$ cat src/rtl/chunked_addsub.sv
// Multi-cycle WIDTH-bit adder/subtractor resolving CHUNK bits per clock with a start/done handshake.
// Optional signed saturation of the result is compiled in when SATURATE_EN is defined.
module chunked_addsub #(
  parameter int WIDTH = 16,
  parameter int CHUNK = 4
) (
  input  logic             clk,
  input  logic             reset_n,
  input  logic             start,
  input  logic             sub,
  input  logic [WIDTH-1:0] a,
  input  logic [WIDTH-1:0] b,
  output logic             busy,
  output logic             done,
  output logic [WIDTH-1:0] sum,
  output logic             carryout,
  output logic             overflow,
  output logic             zero
);

  localparam int N  = WIDTH / CHUNK;
  localparam int CW = (N > 1) ? $clog2(N) : 1;
  localparam logic [CW-1:0] LAST = CW'(N - 1);

  typedef enum logic [1:0] {IDLE, RUN, DONE} state_t;

  state_t           state_reg, state_next;
  logic [WIDTH-1:0] a_reg, b_reg, res_reg;
  logic [WIDTH-1:0] res_next, sum_next, b_eff;
  logic             carry_reg, sa_reg, sb_reg;
  logic [CW-1:0]    cnt_reg;
  logic [CHUNK:0]   chunk_sum;
  logic             last_chunk, raw_ov;

  assign b_eff      = sub ? ~b : b;
  assign last_chunk = (cnt_reg == LAST);
  assign chunk_sum  = {1'b0, a_reg[CHUNK-1:0]} + {1'b0, b_reg[CHUNK-1:0]}
                    + {{CHUNK{1'b0}}, carry_reg};

  // Each chunk result enters at the top so the LS chunk ends up at the bottom after N shifts.
  generate
    if (CHUNK == WIDTH) begin : g_single
      assign res_next = chunk_sum[CHUNK-1:0];
    end else begin : g_multi
      assign res_next = {chunk_sum[CHUNK-1:0], res_reg[WIDTH-1:CHUNK]};
    end
  endgenerate

  assign raw_ov = (sa_reg == sb_reg) && (res_next[WIDTH-1] != sa_reg);

`ifdef SATURATE_EN
  assign sum_next = raw_ov ? {sa_reg, {(WIDTH-1){~sa_reg}}} : res_next;
`else
  assign sum_next = res_next;
`endif

  assign busy = (state_reg != IDLE);
  assign done = (state_reg == DONE);

  always_ff @(posedge clk or negedge reset_n) begin
    if (!reset_n) state_reg <= IDLE;
    else          state_reg <= state_next;
  end

  always_comb begin
    state_next = state_reg;
    case (state_reg)
      IDLE:    if (start) state_next = RUN;
      RUN:     if (last_chunk) state_next = DONE;
      DONE:    state_next = IDLE;
      default: state_next = IDLE;
    endcase
  end

  always_ff @(posedge clk or negedge reset_n) begin
    if (!reset_n) begin
      a_reg     <= '0;
      b_reg     <= '0;
      res_reg   <= '0;
      carry_reg <= 1'b0;
      sa_reg    <= 1'b0;
      sb_reg    <= 1'b0;
      cnt_reg   <= '0;
      sum       <= '0;
      carryout  <= 1'b0;
      overflow  <= 1'b0;
      zero      <= 1'b0;
    end else begin
      case (state_reg)
        IDLE: begin
          if (start) begin
            a_reg     <= a;
            b_reg     <= b_eff;
            carry_reg <= sub;
            cnt_reg   <= '0;
            sa_reg    <= a[WIDTH-1];
            sb_reg    <= b_eff[WIDTH-1];
          end
        end
        RUN: begin
          a_reg     <= a_reg >> CHUNK;
          b_reg     <= b_reg >> CHUNK;
          res_reg   <= res_next;
          carry_reg <= chunk_sum[CHUNK];
          cnt_reg   <= cnt_reg + CW'(1);
          if (last_chunk) begin
            sum      <= sum_next;
            carryout <= chunk_sum[CHUNK];
            overflow <= raw_ov;
            zero     <= (sum_next == '0);
          end
        end
        default: ;
      endcase
    end
  end

endmodule

$ cat config.mk
export PLATFORM = sky130hd
export DESIGN_NAME = chunked_addsub
export DESIGN_NICKNAME = d
export VERILOG_FILES = /design/src/rtl/chunked_addsub.sv
export SDC_FILE = /design/constraint.sdc
export NUM_CORES = 1
export LEC_CHECK = 0
export CAP_MARGIN = 0
export CORE_MARGIN = 2
export CORE_UTILIZATION = 53
export DETAILED_ROUTE_END_ITERATION = 8
export DONT_BUFFER_PORTS = 1
export PLACE_DENSITY = 0.77
export RECOVER_POWER = 100
export SLEW_MARGIN = 20
export SYNTH_ARGS = -nofsm -noshare
export SYNTH_HDL_FRONTEND = slang
export SYNTH_SLANG_ARGS = --single-unit
$ cat constraint.sdc
create_clock -name clk -period 2.7 [get_ports clk]
set_input_delay 0.27 -clock clk [delete_from_list [all_inputs] [get_ports clk]]
set_output_delay 0.27 -clock clk [all_outputs]
set_load 0.03 [all_outputs]
==> impl_metrics.csv <==
group,metric,value,unit
status,status,"finished, violations left",
status,violations,"max-capacitance violations, max-slew violations",
logic_synthesis,synthCells,300,
global_route,grt_max_degree,71,
floorplanning,rows,27,
logic_synthesis,synthTopCellsByCount,"nand2_1, dfrtp_1, nor2_1, xnor2_1, o21ai_0",
timing,fin_skew,0.008614,ns
routing,wl,5767,um
timing,fin_crit,2.173,ns
final_layout,diodes,0,
logic_synthesis,synth_edf_count,0,
timing,tns,0,ns
logic_synthesis,ys.flop_type,"dfrtp_1",
clock_network,cts_setup_buffers,0,
setup_path,crit_type,"register to register",
final_layout,area_growth,6.471,%
floorplanning,io_pins,57,
timing,max_freq,0.4603,GHz
placement,hpwl,3958,um
clock_network,cts-root-buf,"clkbuf_8",
global_route,grt_pass1_wl,9991,um
logic_synthesis,yosysSeqAreaShare,56.27,%
setup_path,worstPathArrival,2.45,ns
global_route,overflow,0,
pwr,internal-power,0.002600,W
floorplanning,core,0.005574,mm^2
logic_synthesis,synth_area_per_cell,10.38,um^2
logic_synthesis,ys_top_cells_by_area,"dfrtp_1, nand2_1, mux2_1",
setup_path,crit_start,"a_reg[0]",
clock_network,clk_pin_slew,0.07,ns
placement,dp_cells,359,
logic_synthesis,yosysWarnings,0,
placement,gp_congestion,0.7567,
pwr,clkPwrFrac,17.8,%
pwr,p_sw_share,42.07,%
clock_network,cts_tree,"built",
logic_synthesis,ys_ff_latch,70,
pwr,pwr-share-seq,48.1,%
logic_synthesis,netlist.area_leader.share,56.27,%
global_route,antenna_found_initial,0,
floorplanning,die_h,80.64,um
final_layout,drive_gt1_share,5.902,%
clock_network,cts.path.max_buffers,2,
timing,fin_crit_sh,80.46,%
clock_network,cts_hold_buffers,2,
clock_network,cts.repair.resized,0,
timing,report.final.slew_viol_count,71,
global_route,grt_pass1_vias,2000,
logic_synthesis,syn-num-nets,342,
final_layout,final_cells,377,
timing,finalSetupViolations,0,
routing,viasPerCell,5.607,
routing,vias,2114,
routing,route.detailed.drc,0,
routing,drtIter0Drc,95,
pwr,power_density,1354,mW/mm^2
hold_path,min_from,"a[12]",
floorplanning,die_w,80.64,um
clock_network,cts_sinks,70,
timing,holdWs,0.03605,ns
routing,ant_nets,0,
timing,rsz0062_at_grt,"no",
job,maxCapViolations,1,
clock_network,htree_levels,3,
pwr,combPwrFrac,34.1,%
floorplanning,start_util,55.85,%
timing,max-slew-margin-rel,-11.23,%
routing,wire_per_inst,15.30,um
routing,first_pass_iters,4,
logic_synthesis,syn_area,0.003113,mm^2
setup_path,cp.required,2.97,ns
pwr,cellLeakagePower,1.539,nW
clock_network,clock_latency,0.35,ns
setup_path,setup.worst_path.start_class,"register",
timing,fin_ws,0.5275,ns
setup_path,crit_path_end_kind,"register",
setup_path,rr_startpoint,"a_reg[0]",
logic_synthesis,yosysTopAreaCell,"dfrtp_1",
final_layout,n_fill_cell,495,
floorplanning,die_area,0.006503,mm^2
pwr,switchingPower,0.001888,W
setup_path,cp_max_fo,3,
placement,dpl_worst_slack,0.5217,ns
timing,finalHoldViolCount,0,
final_layout,nets,342,
hold_path,hold_class,"input pin to register",
logic_synthesis,synth_most_common_cell,"nand2_1",
timing,tightest_slew,1.668,ns
logic_synthesis,ys_types,37,
logic_synthesis,synth-async-reset-ratio,100.0,%
pwr,ir_drop,809.4,uV
placement,io_buffers,0,
clock_network,cts_buffers,9,
global_route,grt.total_usage,20.86,%
-- metal layers --
metal	vias to the layer above	global-route usage, %	part of all wire [%]
li1	1019	-	-
met1	1016	28.72	44
met2	68	31.25	48
met3	11	4.944	6.3
met4	0	9.661	2.1
met5	-	0	0
-- metrics by stage --
stage          utilization [%]  cell area (um^2)  power, W
6_report                 59.46              3314  0.004489
5_1_grt                  59.46              3314  0.004886
4_1_cts                  60.31              3362  0.004575
3_5_place_dp             56.39              3143  0.003745
3_3_place_gp             56.39              3143  0.003667
2_1_floorplan                -              3113  0.003378
-- area by class of cell --
type                    instances  area [um^2]  area share (%)
clock buffers                  11        131.4           3.964
inverters                       2        7.507          0.2265
clock inverters                 5        50.05           1.510
repair buffers                  7        37.54           1.133
flip-flops and latches         70         1752           52.85
multi-input cells             210         1246           37.60
well taps                      72        90.09           2.718
-- cells in the final DEF (no fill, tap or decap), types with 2 or more instances in the layout --
master	n
xnor2_1	16
ha_1	4
nor4_1	3
xor2_1	2
mux2_1	13
a21o_1	2
fa_1	2
nand2_1	80
a31oi_1	12
o21ai_0	15
clkbuf_8	9
nor2b_1	2
a221o_1	12
nor3b_1	2
dfrtp_1	70
clkinv_2	4
nor2_1	28
clkbuf_1	6
a21oi_1	2
nand3_1	5
-- logic make-up after synthesis --
family,Yosys count,synth area share (%)
AOI/OAI and AO/OA,47,10.57
xor gates and xnor gates,18,5.064
adders and majority gates,6,2.894
buffers and inverters,20,3.376
DFF,70,56.27
muxes,14,5.064
and+or+nand+nor,125,16.76
-- critical path, cell delays in order (launching register included) --
cell	delay [ns]
dfrtp_1	0.41
fa_1	0.47
fa_1	0.49
nor4_1	0.25
nand2_1	0.08
nor4_1	0.19
a32o_1	0.21
-- worst paths after layout --
kind,endpoint,slack (ns),cells past startpoint
worst max-delay path,zero,0.53,6
worst min register to register,a_reg[15],0.49,2
min in group asynchronous,res_reg[11],0.92,2
max in group asynchronous,b_reg[1],0.80,2
worst max register to register,zero,0.53,6
worst min-delay path,a_reg[12],0.04,2
-- power groups by stage --
stage	registers, W	clock network [W]	logic (W)
global placement	0.00217	0	0.00150
detailed placement	0.00219	0	0.00155
finish	0.00216	0.000798	0.00153
global route	0.00224	0.000876	0.00177
CTS	0.00217	0.000810	0.00159
floorplan	0.00206	0	0.00132
(Power assumes the default switching activity.)
